==> src/rtl/datamem_arb_pkg.sv <==
// datamem_pkg: shared definitions for the data-memory arbiter.
//   DEFAULT_WORD_WIDTH / DEFAULT_MEM_DEPTH : parameter defaults
//   state_t                                 : arbiter FSM states
//   addr_bad()                              : word alignment and range check
package datamem_pkg;

  localparam int DEFAULT_WORD_WIDTH = 32;
  localparam int DEFAULT_MEM_DEPTH  = 1024;

  typedef enum logic {
    IDLE,
    ACCESS
  } state_t;

  // A word access is rejected when it is not word aligned or when its last
  // byte would fall past the end of memory.
  function automatic logic addr_bad(input logic [DEFAULT_WORD_WIDTH-1:0] addr,
                                    input int unsigned                   depth);
    return (addr[1:0] != 2'b00) || (addr > (depth - 32'd4));
  endfunction

endpackage

==> src/rtl/datamem_arb_if.sv <==
// datamem_arb_if: one requester's word-access handshake.
//   req   : access request, held until ack
//   wr    : 1 = write, 0 = read
//   addr  : byte address
//   wdata : write word, big-endian
//   ack   : one-cycle completion pulse
//   err   : access rejected, valid with ack
//   rdata : read word, valid with ack
// master = requester side, slave = arbiter side.
interface datamem_arb_if #(
  parameter int WORD_WIDTH = 32
);
  logic                  req;
  logic                  wr;
  logic [WORD_WIDTH-1:0] addr;
  logic [WORD_WIDTH-1:0] wdata;
  logic                  ack;
  logic                  err;
  logic [WORD_WIDTH-1:0] rdata;

  modport master (output req, wr, addr, wdata, input ack, err, rdata);
  modport slave  (input req, wr, addr, wdata, output ack, err, rdata);
endinterface

==> src/rtl/datamem_arb_rr_arb2.sv <==
// rr_arb2: combinational two-requester round-robin picker.
//   eligible  : bit p set when port p may be granted
//   last_gnt  : port granted most recently
//   gnt_valid : some port is eligible
//   gnt_idx   : winning port
module rr_arb2 (
  input  logic [1:0] eligible,
  input  logic       last_gnt,
  output logic       gnt_valid,
  output logic       gnt_idx
);

  // On a tie the port that did not win last time goes next; otherwise the
  // lone eligible port wins (index 1 exactly when only bit 1 is set).
  always_comb begin
    gnt_valid = |eligible;
    if (&eligible) begin
      gnt_idx = ~last_gnt;
    end else begin
      gnt_idx = eligible[1];
    end
  end

endmodule

==> src/rtl/datamem_arb.sv <==
// datamem_arb: shares a single-ported byte-addressed data memory between the
// processor data port (m0) and the checker/DMA port (m1), one word access per
// grant.
//   clk, rst   : rising-edge clock, synchronous active-high reset
//   m0, m1     : requester handshakes (datamem_arb_if.slave)
//   data_addr  : memory byte address
//   data_wr    : memory write enable, memory writes on the rising edge
//   data_out   : memory write word
//   data_in    : memory read word, combinational from data_addr
module datamem_arb
  import datamem_pkg::*;
#(
  parameter int WORD_WIDTH = DEFAULT_WORD_WIDTH,
  parameter int MEM_DEPTH  = DEFAULT_MEM_DEPTH
) (
  input  logic                  clk,
  input  logic                  rst,
  datamem_arb_if.slave          m0,
  datamem_arb_if.slave          m1,
  output logic [WORD_WIDTH-1:0] data_addr,
  output logic                  data_wr,
  output logic [WORD_WIDTH-1:0] data_out,
  input  logic [WORD_WIDTH-1:0] data_in
);

  state_t                state;
  state_t                state_next;
  logic                  last_gnt;
  logic                  cmd_wr;
  logic [WORD_WIDTH-1:0] cmd_addr;
  logic [WORD_WIDTH-1:0] cmd_wdata;
  logic [1:0]            eligible;
  logic                  gnt_valid;
  logic                  gnt_idx;
  logic                  bad;
  logic [WORD_WIDTH-1:0] rd_word;

  // A port whose ack is out this cycle is still holding req; mask it so the
  // stale request is not granted a second time.
  assign eligible = {m1.req & ~m1.ack, m0.req & ~m0.ack};

  rr_arb2 u_rr_arb2 (
    .eligible  (eligible),
    .last_gnt  (last_gnt),
    .gnt_valid (gnt_valid),
    .gnt_idx   (gnt_idx)
  );

  assign bad     = addr_bad(cmd_addr, MEM_DEPTH);
  assign rd_word = (!cmd_wr && !bad) ? data_in : '0;

  always_ff @(posedge clk) begin
    if (rst) begin
      state <= IDLE;
    end else begin
      state <= state_next;
    end
  end

  always_comb begin
    state_next = state;
    case (state)
      IDLE:    if (gnt_valid) state_next = ACCESS;
      ACCESS:  state_next = IDLE;
      default: state_next = IDLE;
    endcase
  end

  // last_gnt doubles as the port owning the command during ACCESS.
  always_ff @(posedge clk) begin
    if (rst) begin
      last_gnt  <= 1'b1;
      cmd_wr    <= 1'b0;
      cmd_addr  <= '0;
      cmd_wdata <= '0;
    end else if (state == IDLE && gnt_valid) begin
      last_gnt  <= gnt_idx;
      cmd_wr    <= gnt_idx ? m1.wr    : m0.wr;
      cmd_addr  <= gnt_idx ? m1.addr  : m0.addr;
      cmd_wdata <= gnt_idx ? m1.wdata : m0.wdata;
    end
  end

  // Completion is registered at the end of ACCESS; rdata holds between acks.
  always_ff @(posedge clk) begin
    if (rst) begin
      m0.ack   <= 1'b0;
      m0.err   <= 1'b0;
      m0.rdata <= '0;
      m1.ack   <= 1'b0;
      m1.err   <= 1'b0;
      m1.rdata <= '0;
    end else begin
      m0.ack <= 1'b0;
      m0.err <= 1'b0;
      m1.ack <= 1'b0;
      m1.err <= 1'b0;
      if (state == ACCESS) begin
        if (last_gnt) begin
          m1.ack   <= 1'b1;
          m1.err   <= bad;
          m1.rdata <= rd_word;
        end else begin
          m0.ack   <= 1'b1;
          m0.err   <= bad;
          m0.rdata <= rd_word;
        end
      end
    end
  end

  // rst gates the write enable so a reset landing in ACCESS commits nothing.
  always_comb begin
    data_wr   = 1'b0;
    data_addr = '0;
    data_out  = '0;
    if (state == ACCESS) begin
      data_wr   = cmd_wr && !bad && !rst;
      data_addr = cmd_addr;
      data_out  = cmd_wdata;
    end
  end

endmodule

==> src/flat_wrapper.sv <==
// flat-port wrapper written by rule: the top's interface ports become plain ports
module datamem_arb_flat import datamem_pkg::*;
#(
  parameter int WORD_WIDTH = DEFAULT_WORD_WIDTH,
  parameter int MEM_DEPTH  = DEFAULT_MEM_DEPTH
)
  (clk, rst, data_addr, data_wr, data_out, data_in, m0_req, m0_wr, m0_addr, m0_wdata, m0_ack, m0_err, m0_rdata, m1_req, m1_wr, m1_addr, m1_wdata, m1_ack, m1_err, m1_rdata);
  datamem_arb_if #(.WORD_WIDTH(WORD_WIDTH)) m0_i ();
  datamem_arb_if #(.WORD_WIDTH(WORD_WIDTH)) m1_i ();
  input  logic clk;
  input  logic rst;
  output logic [WORD_WIDTH-1:0] data_addr;
  output logic data_wr;
  output logic [WORD_WIDTH-1:0] data_out;
  input  logic [WORD_WIDTH-1:0] data_in;
  input wire logic [$bits(m0_i.req)-1:0] m0_req;
  input wire logic [$bits(m0_i.wr)-1:0] m0_wr;
  input wire logic [$bits(m0_i.addr)-1:0] m0_addr;
  input wire logic [$bits(m0_i.wdata)-1:0] m0_wdata;
  output wire logic [$bits(m0_i.ack)-1:0] m0_ack;
  output wire logic [$bits(m0_i.err)-1:0] m0_err;
  output wire logic [$bits(m0_i.rdata)-1:0] m0_rdata;
  input wire logic [$bits(m1_i.req)-1:0] m1_req;
  input wire logic [$bits(m1_i.wr)-1:0] m1_wr;
  input wire logic [$bits(m1_i.addr)-1:0] m1_addr;
  input wire logic [$bits(m1_i.wdata)-1:0] m1_wdata;
  output wire logic [$bits(m1_i.ack)-1:0] m1_ack;
  output wire logic [$bits(m1_i.err)-1:0] m1_err;
  output wire logic [$bits(m1_i.rdata)-1:0] m1_rdata;
  assign m0_i.req = m0_req;
  assign m0_i.wr = m0_wr;
  assign m0_i.addr = m0_addr;
  assign m0_i.wdata = m0_wdata;
  assign m0_ack = m0_i.ack;
  assign m0_err = m0_i.err;
  assign m0_rdata = m0_i.rdata;
  assign m1_i.req = m1_req;
  assign m1_i.wr = m1_wr;
  assign m1_i.addr = m1_addr;
  assign m1_i.wdata = m1_wdata;
  assign m1_ack = m1_i.ack;
  assign m1_err = m1_i.err;
  assign m1_rdata = m1_i.rdata;
  datamem_arb #(.WORD_WIDTH(WORD_WIDTH), .MEM_DEPTH(MEM_DEPTH)) u_core (.clk(clk), .rst(rst), .m0(m0_i), .m1(m1_i), .data_addr(data_addr), .data_wr(data_wr), .data_out(data_out), .data_in(data_in));
endmodule
==> config.mk <==
export PLATFORM = sky130hd
export DESIGN_NAME = datamem_arb_flat
export DESIGN_NICKNAME = d
export VERILOG_FILES = /design/src/rtl/datamem_arb_pkg.sv /design/src/rtl/datamem_arb_if.sv /design/src/rtl/datamem_arb_rr_arb2.sv /design/src/rtl/datamem_arb.sv /design/src/flat_wrapper.sv
export SDC_FILE = /design/constraint.sdc
export NUM_CORES = 1
export LEC_CHECK = 0
export BUFFER_PORTS_ARGS = -buffer_cell sky130_fd_sc_hd__buf_2
export CAP_MARGIN = 20
export CORE_MARGIN = 2
export CORE_UTILIZATION = 25
export CTS_CLUSTER_DIAMETER = 30
export DETAILED_ROUTE_END_ITERATION = 6
export GPL_TIMING_DRIVEN = 0
export RECOVER_POWER = 50
export REMOVE_ABC_BUFFERS = 1
export SYNTH_ARGS = -nofsm -noshare
export SYNTH_HDL_FRONTEND = slang
export SYNTH_SLANG_ARGS = --single-unit
==> constraint.sdc <==
create_clock -name clk -period 1.58 [get_ports clk]
set_input_delay 0.316 -clock clk [delete_from_list [all_inputs] [get_ports clk]]
set_output_delay 0.316 -clock clk [all_outputs]
set_load 0.02 [all_outputs]
# Word-level counts from Yosys, hierarchy flattened
# Index checks and enable logic that the tools add are counted.
[totals]
wordCells = 46
latch_bits = 0
mem_bits_ro = 0
ramBits = 0
register_bits = 135
memories = 0
[classes]
magnitude_cmp = 1
n_reduce_logical = 16
eq_ne = 0
add_sub_neg = 0
bitwise = 6
n_mux = 12
div = 0
shift = 0
multipliers = 0
[op_table]
columns = ["cell", "count"]
rows = [
  ["two-way mux 32 bit", 5],
  ["greater-than comparator 32 x 10 -> 1 bit (second input constant)", 1],
  ["two-way mux 1 bit", 6],
  ["AND reduction 2 bit", 3],
  ["OR reduction 3 bit", 2],
  ["logical AND 1 bit", 4],
  ["inverter 1 bit", 4],
  ["OR reduction 2 bit", 2],
  ["zero test 1 bit", 3],
  ["AND 1 bit", 2],
  ["one-hot mux 1 bit (2 select lines)", 1],
  ["nonzero test 2 bit", 1],
  ["logical OR 1 bit", 1],
]

# Longest topological paths before layout
# Gate-level depths: netlist (run 1).
[depth]
word_depth = 6
ltp_mapped = 6
mapped_depth_nobuf = 4

# Cells and area by module
# From an unflattened synthesis (run 1), not the netlist that was laid out.
[unflattened]
cells_unflattened = 649
area_unflattened_um2 = 6139.6
[modules_own_cells]
columns = ["module", "seq_area_each_um2", "area_each_um2", "cells_per_inst", "n_inst"]
rows = [
  ["datamem_arb", 2702.6, 6125.9, 647, 1],
  ["rr_arb2", 0.0, 13.8, 2, 1],
]

# Worst setup path after synthesis (run 1)
# Ideal clock, no wire load.
[synth_timing]
kind = "reg2out"
start = "register u_core.cmd_addr[31]"
end = "output port data_wr"
path_stages_with_launch = 4
setup_slack_ns = -0.136
required_time_ns = 1.264
t_arrival_ns = 1.400
n_path_buf = 0
path_cell_list = "dfxtp_1 nor4_1 nand4_1 nor4_1"
[synth_between]
elab_chain_cells = 6
[synth_lines]
columns = ["item", "line_no", "text"]
rows = [
  ["from (decl)", "datamem_arb.sv:30", "logic [WORD_WIDTH-1:0] cmd_addr;"],
  ["from (signal assigned)", "datamem_arb.sv:79", "cmd_addr <= gnt_idx ? m1.addr : m0.addr;"],
  ["greater-than comparator 32 x 10 -> 1 bit", "datamem_arb_pkg.sv:19", "return (addr[1:0] != 2'b00) || (addr > (depth - 32'd4));"],
  ["logical OR 1 bit", "datamem_arb_pkg.sv:19", ""],
  ["zero test 1 bit", "datamem_arb.sv:118", "data_wr = cmd_wr && !bad && !rst;"],
  ["logical AND 1 bit (2 in series)", "datamem_arb.sv:118", ""],
  ["two-way mux 1 bit", "datamem_arb.sv:117", "if (state == ACCESS) begin"],
  ["to (decl)", "flat_wrapper.sv:13", "output logic data_wr;"],
]
# Every way passes these cells.

# Final worst setup path (run 1)
[layout_timing]
start = "register u_core.cmd_addr[31]"
end = "register u_core.m1.rdata[17]"
[layout_between]
elab_chain_cells = 5
[layout_lines]
columns = ["item", "line_no", "text"]
rows = [
  ["greater-than comparator 32 x 10 -> 1 bit", "datamem_arb_pkg.sv:19", ""],
  ["logical OR 1 bit", "datamem_arb_pkg.sv:19", ""],
  ["zero test 1 bit", "datamem_arb.sv:50", "assign rd_word = (!cmd_wr && !bad) ? data_in : '0;"],
  ["logical AND 1 bit", "datamem_arb.sv:50", ""],
  ["two-way mux 32 bit", "datamem_arb.sv:50", ""],
  ["to (decl)", "datamem_arb_if.sv:22", "modport slave (input req, wr, addr, wdata, output ack, err, rdata);"],
]
# Every way passes these cells.
# A chain may end at the register's enable or synchronous reset.

==> results.toml, run 1 <==
[clock_tree]
htree_levels = 4
numCtsBuffers = 17
clock_sinks = 135
hold_buffers = 0
path_clk_slew_ns = 0.07
cts_buffer_depth = 2
cts_tree = "yes"
insertion_delay_ns = 0.41
cts_root_buf = "clkbuf_16"

[detailed_routing]
drtIter0Drc = 368
post_drt_wl_per_cell_um = 18.7
firstDrtPassIters = 5
wl_um = 25900
viasPerCell = 4.86
postRouteAntennaNets = 0
drc = 0
num_vias = 6727

[grt]
grt_use_total_pct = 17.7
grt_pass1_wl_um = 36600
antenna_found_initial = 0
grt_max_degree = 98
gr-total-overflow = 0
first_global_vias = 6555

[worst_setup_path]
arrival_ns = 2.43
worstPathMaxFanout = 6
crit_start = "u_core.cmd_addr[31]"
cp.required_ns = 1.91
rr_endpoint = "u_core.m1.rdata[17]"
ff2ff_setup_slack_ns = -0.53
critPathLaunchType = "register"
r2r_start = "u_core.cmd_addr[31]"
crit_type = "register to register"
reg2reg_depth = 7
crit_path_end_kind = "register"

[timing]
finalSetupTns_ns = -40.70
slew_viol_final = 0
period_minus_slack_ns = 2.11
fmax_ghz = 0.475
clock_skew_ns = 0.0164
setup_viol = 169
rsz0062_at_grt = "true"
hold_violations = 0
fin_ws_ns = -0.525
period_share_pct = 133
tightest_slew_ns = 0.912
slew_headroom_pct = 39.2

[synth]
syn_area_mm2 = 0.00635
yosysWarnings = 0
synth-xor-area-share_pct = 0
synth_simple_gate_area_share_pct = 30.5
synth-compound-area-share_pct = 21.7
synth_seq_cells = 135
synth_cells = 720
synth_top_family_by_area = "simple AND/OR/NAND/NOR gates"
synth_mux_area_share_pct = 0
yosysUniqueCellTypes = 21
seq_area_frac_synth_pct = 42.5
synth-adder-area-share_pct = 0
avgSynthCellArea_um2 = 8.83

[power_and_ir_drop]
power.leakage_nw = 4.63
powerDensity_mw_per_mm2 = 976
vdd_ir_drop_max_mv = 0.509
power.total_mw = 10.9

[worst_hold_path]
hold-path-cell-count = 3
hp-start = "m1_wdata[18]"
whs_endpoint = "u_core.cmd_wdata[18]"
holdCritPathClass = "input pin to register"

[place]
placed_cell_area_mm2 = 0.00817
dp_hpwl_um = 13700
portBuffers = 298
place_congestion = 0.718

[floorplanning]
num_io_pins = 299
num_rows = 58
die_y_um = 163
die_w_um = 163
start_util_pct = 25.4
core_area_mm2 = 0.0250
die_area_mm2 = 0.0267

[layout]
final_cell_area_mm2 = 0.0112
fillers = 2374
antennaDiodeCount = 0
area_growth_pct = 75.8
fin_util_pct = 44.6
drive_gt1_share_pct = 53.4
nets = 1207

[run]
cap_violations = 0

[status]
violations = "negative setup slack"
status = "finished with violations"
state kept, by name, indices dropped and copies added (netlist names), 32 cells and up:
signal            count
u_core.m0.rdata      32
u_core.m1.rdata      32
u_core.cmd_wdata     32
u_core.cmd_addr      32
metal layers:
metal	GRT usage, %	vias to the layer above	share of wire, %
met3	5.59	15	7.8
met4	4.63	0	0.90
met5	0	-	0
met2	29.5	263	49
li1	-	3197	-
met1	22.0	3252	42
stage by stage:
stage	hold WS, ns	std cells	setup slack [ns]
floorplan	0.388	646	-4.52
global placement	0.467	1274	-7.44
detailed placement	0.471	1283	-0.855
CTS	0.129	1377	-0.506
global route	0.147	1384	-0.563
finish	0.155	1384	-0.525
critical path: stages (launching register included):
cell     delay (ns)
dfxtp_4        0.36
nor4_4         0.29
nand4_1        0.22
buf_4          0.20
or3_4          0.43
buf_12         0.18
buf_16         0.15
o31ai_4        0.19
synthesized netlist by cell type (all sizes together):
cell type  count  share of area [%]
nor4           7               0.69
a21oi          2               0.16
dfxtp        135                 43
or3            1              0.099
buf           26                2.5
and2          64                6.3
a21o           1               0.12
nand3b        64                7.6
nand2b        35                3.4
a311oi        65                9.0
a211o          1               0.14
nor2b          3               0.30
o31ai         64                 12
clkbuf        48                2.8
nand2        133                7.9
nand4          1              0.099
nor3           2               0.16
nor2          68                4.0
logic make-up (layout without fill, tap and decap cells):
| group | after synthesis | after routing |
|---|---|---|
| flops | 135 | 135 |
| simple gates | 378 | 381 |
| buf+inv | 74 | 405 |
| compound gates | 133 | 133 |
how the worst max path moves through the flow:
stage | endpoint | cells past startpoint
final | u_core.m1.rdata[17] | 7
after global routing | u_core.m1.rdata[17] | 7
after CTS | data_wr | 4
after detailed placement | u_core.m0.rdata[19] | 5
after global placement | u_core.cmd_addr[29] | 2
after floorplan | u_core.cmd_addr[0] | 2
layout by cell type (no fill, tap or decap), drive strengths merged, types with 5 or more instances in the layout:
cell    instances
nand3b         64
dfxtp         135
bufinv          5
o31ai          64
buf           328
and2           64
a311oi         65
nor4            7
clkbuf         63
nor2           68
nand2b         36
nand2         135
area by class of cell:
type / count / area (um2) / share of cell area (%)
Clock buffer: 19 / 443 / 3.96
Timing Repair Buffer: 373 / 3240 / 29.0
Multi-Input combinational cell: 514 / 4140 / 37.0
Clock inverter: 13 / 218 / 1.95
Sequential cell: 135 / 2720 / 24.4
Tap cell: 330 / 413 / 3.69
report_power, final:
part	switching [mW]	internal (mW)	leakage [nW]	total (mW)
combinational	1.24	1.31	3.21	2.55
clock	1.65	2.87	0.315	4.52
sequential	0.217	3.61	1.11	3.83
total	3.11	7.80	4.63	10.9
repair_timing:
item	CTS	global route
buffers inserted	39	14
cloned	25	7
setup endpoints to repair	198	193
resized for setup	230	140
pin swaps	95	52
Power figures use the tool's default switching activity.
==> inputs of run 2 (changes only) <==
--- a/constraint.sdc
+++ b/constraint.sdc
@@ -3,2 +3,2 @@
 set_output_delay 0.316 -clock clk [all_outputs]
-set_load 0.02 [all_outputs]
+set_load 0.1 [all_outputs]
==> results.toml, run 2 (synthesis results as in run 1) <==
[grt]
gr-total-overflow = 0
antenna_found_initial = 0
grt_pass1_wl_um = 40200
first_global_vias = 6995
grt_use_total_pct = 19.6
grt_max_degree = 98

[timing]
tightest_slew_ns = 0.816
period_minus_slack_ns = 2.20
slew_viol_final = 0
slew_headroom_pct = 45.6
finalSetupTns_ns = -54.41
period_share_pct = 139
fmax_ghz = 0.454
setup_viol = 194
fin_ws_ns = -0.624
clock_skew_ns = 0.0114
rsz0062_at_grt = "true"
hold_violations = 0

[layout]
antennaDiodeCount = 0
drive_gt1_share_pct = 58.6
register_area_mm2 = 0.00272
fillers = 2241
final_cell_area_mm2 = 0.0120
final_cell_mix = "buf_2 (207), nand2_1 (131), dfxtp_1 (126), buf_12 (83)"
nets = 1229
area_growth_pct = 88.1
layout_commonest_cell = "buf_2"
finalNonFillerCells = 1406
multiInputGateArea_mm2 = 0.00397

[clock_tree]
clock_sinks = 135
path_clk_slew_ns = 0.07
cts_root_buf = "clkbuf_16"
cts_tree = "yes"
numCtsBuffers = 17
cts_buffer_depth = 2
htree_levels = 4
insertion_delay_ns = 0.41

[status]
status = "finished with violations"
violations = "negative setup slack"

[power_and_ir_drop]
power.total_mw = 11.7
power.leakage_nw = 5.08
powerDensity_mw_per_mm2 = 982
vdd_ir_drop_max_mv = 0.506

[detailed_routing]
postRouteAntennaNets = 0
firstDrtPassIters = 4
wl_um = 27600
drtIter0Drc = 379
viasPerCell = 4.90
post_drt_wl_per_cell_um = 19.6
num_vias = 6889
drc = 0

[worst_setup_path]
arrival_ns = 1.89
critPathLaunchType = "register"
worstPathMaxFanout = 3
slowest_stage = "dfxtp_2"
slowest_delay_ns = 0.35
crit_path_end_kind = "output port"
critPathBufInv = 1
crit_chain = "nor4_4 -> nand4_1 -> nor4_2 -> buf_6"
cp.required_ns = 1.26
crit_family = "simple AND/OR/NAND/NOR gates"
crit_type = "register to output port"

[place]
post-place-ws_ns = -0.855
placed_cell_area_mm2 = 0.00817
place_congestion = 0.718
dp_hpwl_um = 13700
portBuffers = 298
dp_cells = 1283

[floorplanning]
die_w_um = 163
die_area_mm2 = 0.0267
die_y_um = 163
num_io_pins = 299
start_util_pct = 25.4
num_rows = 58
core_area_mm2 = 0.0250

[run]
cap_violations = 0

[worst_hold_path]
holdCritPathClass = "input pin to register"
## run 2: worst paths after layout
kind	endpoint	cells past startpoint	slack (ns)	startpoint
max reg2reg	u_core.m0.rdata[7]	7	-0.59	u_core.cmd_addr[31]
min	u_core.cmd_addr[21]	3	0.15	m1_addr[21]
min reg2reg	u_core.cmd_wdata[17]	2	0.49	u_core.cmd_wdata[17]
max	data_wr	4	-0.62	u_core.cmd_addr[31]
## run 2: through the flow
step / util (%) / hold WS [ns]
finish: 47.7 / 0.150
global route: 47.7 / 0.139
CTS: 46.5 / 0.129
detailed placement: 32.6 / 0.471
global placement: 31.6 / 0.467
floorplan: - / 0.388
## run 2: where the power goes
group,internal (mW),switching [mW],leakage (nW)
Clock,2.87,1.69,0.315
Sequential,3.61,0.218,1.11
Combinational,1.54,1.80,3.65
Total,8.03,3.71,5.08
## run 2: cell type report
class                      count  area share, %
tap                          330           3.45
timing repair buffer         395           35.1
sequential                   135           22.8
clock inverter                13           1.82
clock buffer                  19           3.71
multi-input combinational    514           33.2
## run 2: repair_timing
item	in CTS	in global routing
pin swaps	114	39
setup buffers	53	17
setup endpoints to repair	199	201
hold endpoints to repair	0	0
hold buffers	0	0
gates resized for setup	427	94
cloned	32	5
## run 2: worst min-delay path: stages
cell,delay [ns]
buf_2,0.09
nand2_1,0.04
a311oi_1,0.07
## run 2: metal layers
metal	wire, um	GRT usage, %	up-vias
met3	2230	5.97	22
met5	0	0	-
met1	11000	23.2	3361
met2	14000	34.1	279
li1	-	-	3227
met4	319	5.83	0
==> inputs of run 3 (changes only) <==
Settings changed: GPL_TIMING_DRIVEN 0 to 1.
==> results.toml, run 3 (synthesis results as in run 1) <==
[clock_tree]
hold_buffers = 0
path_clk_slew_ns = 0.07
htree_levels = 4
insertion_delay_ns = 0.42
cts_buffer_depth = 2
cts_tree = "yes"
clock_sinks = 135
cts_root_buf = "clkbuf_16"
numCtsBuffers = 17

[timing]
slew_viol_final = 0
clock_skew_ns = 0.0131
hold_violations = 0
fin_ws_ns = -0.546
period_minus_slack_ns = 2.13
tightest_slew_ns = 0.705
period_share_pct = 135
rsz0062_at_grt = "true"
finalSetupTns_ns = -40.51
setup_viol = 192
fmax_ghz = 0.470
slew_headroom_pct = 53.0

[floorplanning]
die_y_um = 163
die_area_mm2 = 0.0267
die_w_um = 163
core_area_mm2 = 0.0250
num_rows = 58
num_io_pins = 299
start_util_pct = 25.4

[worst_setup_path]
slowest_delay_ns = 0.34
arrival_ns = 1.81
ff2ff_setup_slack_ns = -0.44
worstPathMaxFanout = 2
slowest_stage = "dfxtp_2"
cp.required_ns = 1.26
rr_endpoint = "u_core.m1.rdata[11]"
critPathLaunchType = "register"
crit_chain = "nor4_4 -> nand2_2 -> nor4_2 -> buf_4 -> buf_12"
r2r_start = "u_core.cmd_addr[31]"
crit_path_end_kind = "output port"
reg2reg_depth = 7
crit_type = "register to output port"

[power_and_ir_drop]
switching_share_pct = 32.8
clock_power_share_pct = 35.6
comb_power_share_pct = 31.5
p_sw_mw = 3.77
powerDensity_mw_per_mm2 = 910
vdd_ir_drop_max_mv = 0.608
p_int_mw = 7.73
pwr-share-seq_pct = 32.9
power.leakage_nw = 5.27

[worst_hold_path]
holdCritPathClass = "input pin to register"
hp-start = "m1_wdata[28]"
whs_endpoint = "u_core.cmd_wdata[28]"
hold-path-cell-count = 3

[grt]
antenna_found_initial = 2
gr-total-overflow = 0
grt_max_degree = 92
grt_pass1_wl_um = 39000
grt_use_total_pct = 19.0
first_global_vias = 6959

[layout]
drive_gt1_share_pct = 62.9
final_cell_mix = "buf_2 (221), nand2_1 (131), dfxtp_1 (128), buf_12 (98)"
layout_commonest_cell = "buf_2"
nets = 1273
area_growth_pct = 98.8
finalNonFillerCells = 1451

[detailed_routing]
viasPerCell = 4.79
num_vias = 6945
drtIter0Drc = 314
post_drt_wl_per_cell_um = 18.6
wl_um = 27000
firstDrtPassIters = 4
drc = 0
postRouteAntennaNets = 0

[place]
place_congestion = 0.783
dp_cells = 1360
portBuffers = 298
dp_hpwl_um = 16300

[status]
status = "finished with violations"
violations = "negative setup slack"

[run]
cap_violations = 0
==> run 3: cell count changes in the layout (fill, tap and decap cells not counted), moves of 9 or more <==
cell and change:
a311oi_1 -29, a311oi_2 +27, buf_12 +15, buf_16 -19, buf_2 +14, buf_4 +39, buf_6 +9, clkbuf_2 -17
nor2_2 -13, nor2_4 +14, o31ai_2 -35, o31ai_4 +35
==> run 3: final cells by class <==
cell class,count,area (um2)
diodes,1,2.50
clock buffers,19,453
clock inverters,13,145
fillers,2194,12400
multi-input cells,512,4480
flip-flops and latches,135,2710
well taps,330,413
repair buffers,441,4420
==> run 3: metal layers <==
layer	up-vias	GRT usage [%]	routed length [um]
li1	3321	-	-
met3	38	7.19	2340
met2	271	33.2	13500
met5	-	0	13
met4	2	4.18	454
met1	3313	22.0	10700
==> run 3: how the worst max path moves through the flow <==
stage	cells after the start	slack, ns	startpoint	to
after floorplan	3	-4.69	u_core.m0.ack	u_core.cmd_addr[0]
after global placement	5	-0.31	u_core.cmd_addr[12]	u_core.m0.rdata[30]
after detailed placement	5	-0.32	u_core.cmd_addr[12]	u_core.m0.rdata[18]
after CTS	5	-0.54	u_core.cmd_addr[19]	data_wr
after global routing	5	-0.59	u_core.cmd_addr[25]	data_wr
final	5	-0.55	u_core.cmd_addr[18]	data_wr
==> run 3: through the flow <==
stage	setup WS [ns]	utilization (%)	area [um2]	hold WS (ns)	power [mW]
finish	-0.546	50.5	12600	0.146	11.5
global route	-0.586	50.5	12600	0.146	11.9
CTS	-0.540	48.3	12100	0.128	11.3
detailed placement	-0.323	39.2	9820	0.471	6.42
global placement	-0.312	39.2	9820	0.471	6.41
floorplan	-4.69	-	6020	0.388	5.15
==> run 3: repair_timing <==
item	4_1_cts	5_1_grt
endpoints found under the hold margin	0	0
buffers inserted	45	17
gates resized for setup	203	141
gates cloned	21	5
setup endpoints to repair	168	202
pin swaps	146	62
==> run 3: critical path, delay by kind of cell, from the launching register on <==
kind          cells  cell delay, ns
flops             1            0.34
buf+inv           2            0.32
simple gates      3            0.73
==> run 3: power groups by stage <==
stage	clock, mW	sequential [mW]	combinational (mW)
after floorplan	0	3.81	1.34
after global placement	0	3.78	2.63
after detailed placement	0	3.79	2.64
after CTS	4.16	3.75	3.40
after global routing	4.29	3.81	3.82
final	4.09	3.79	3.62
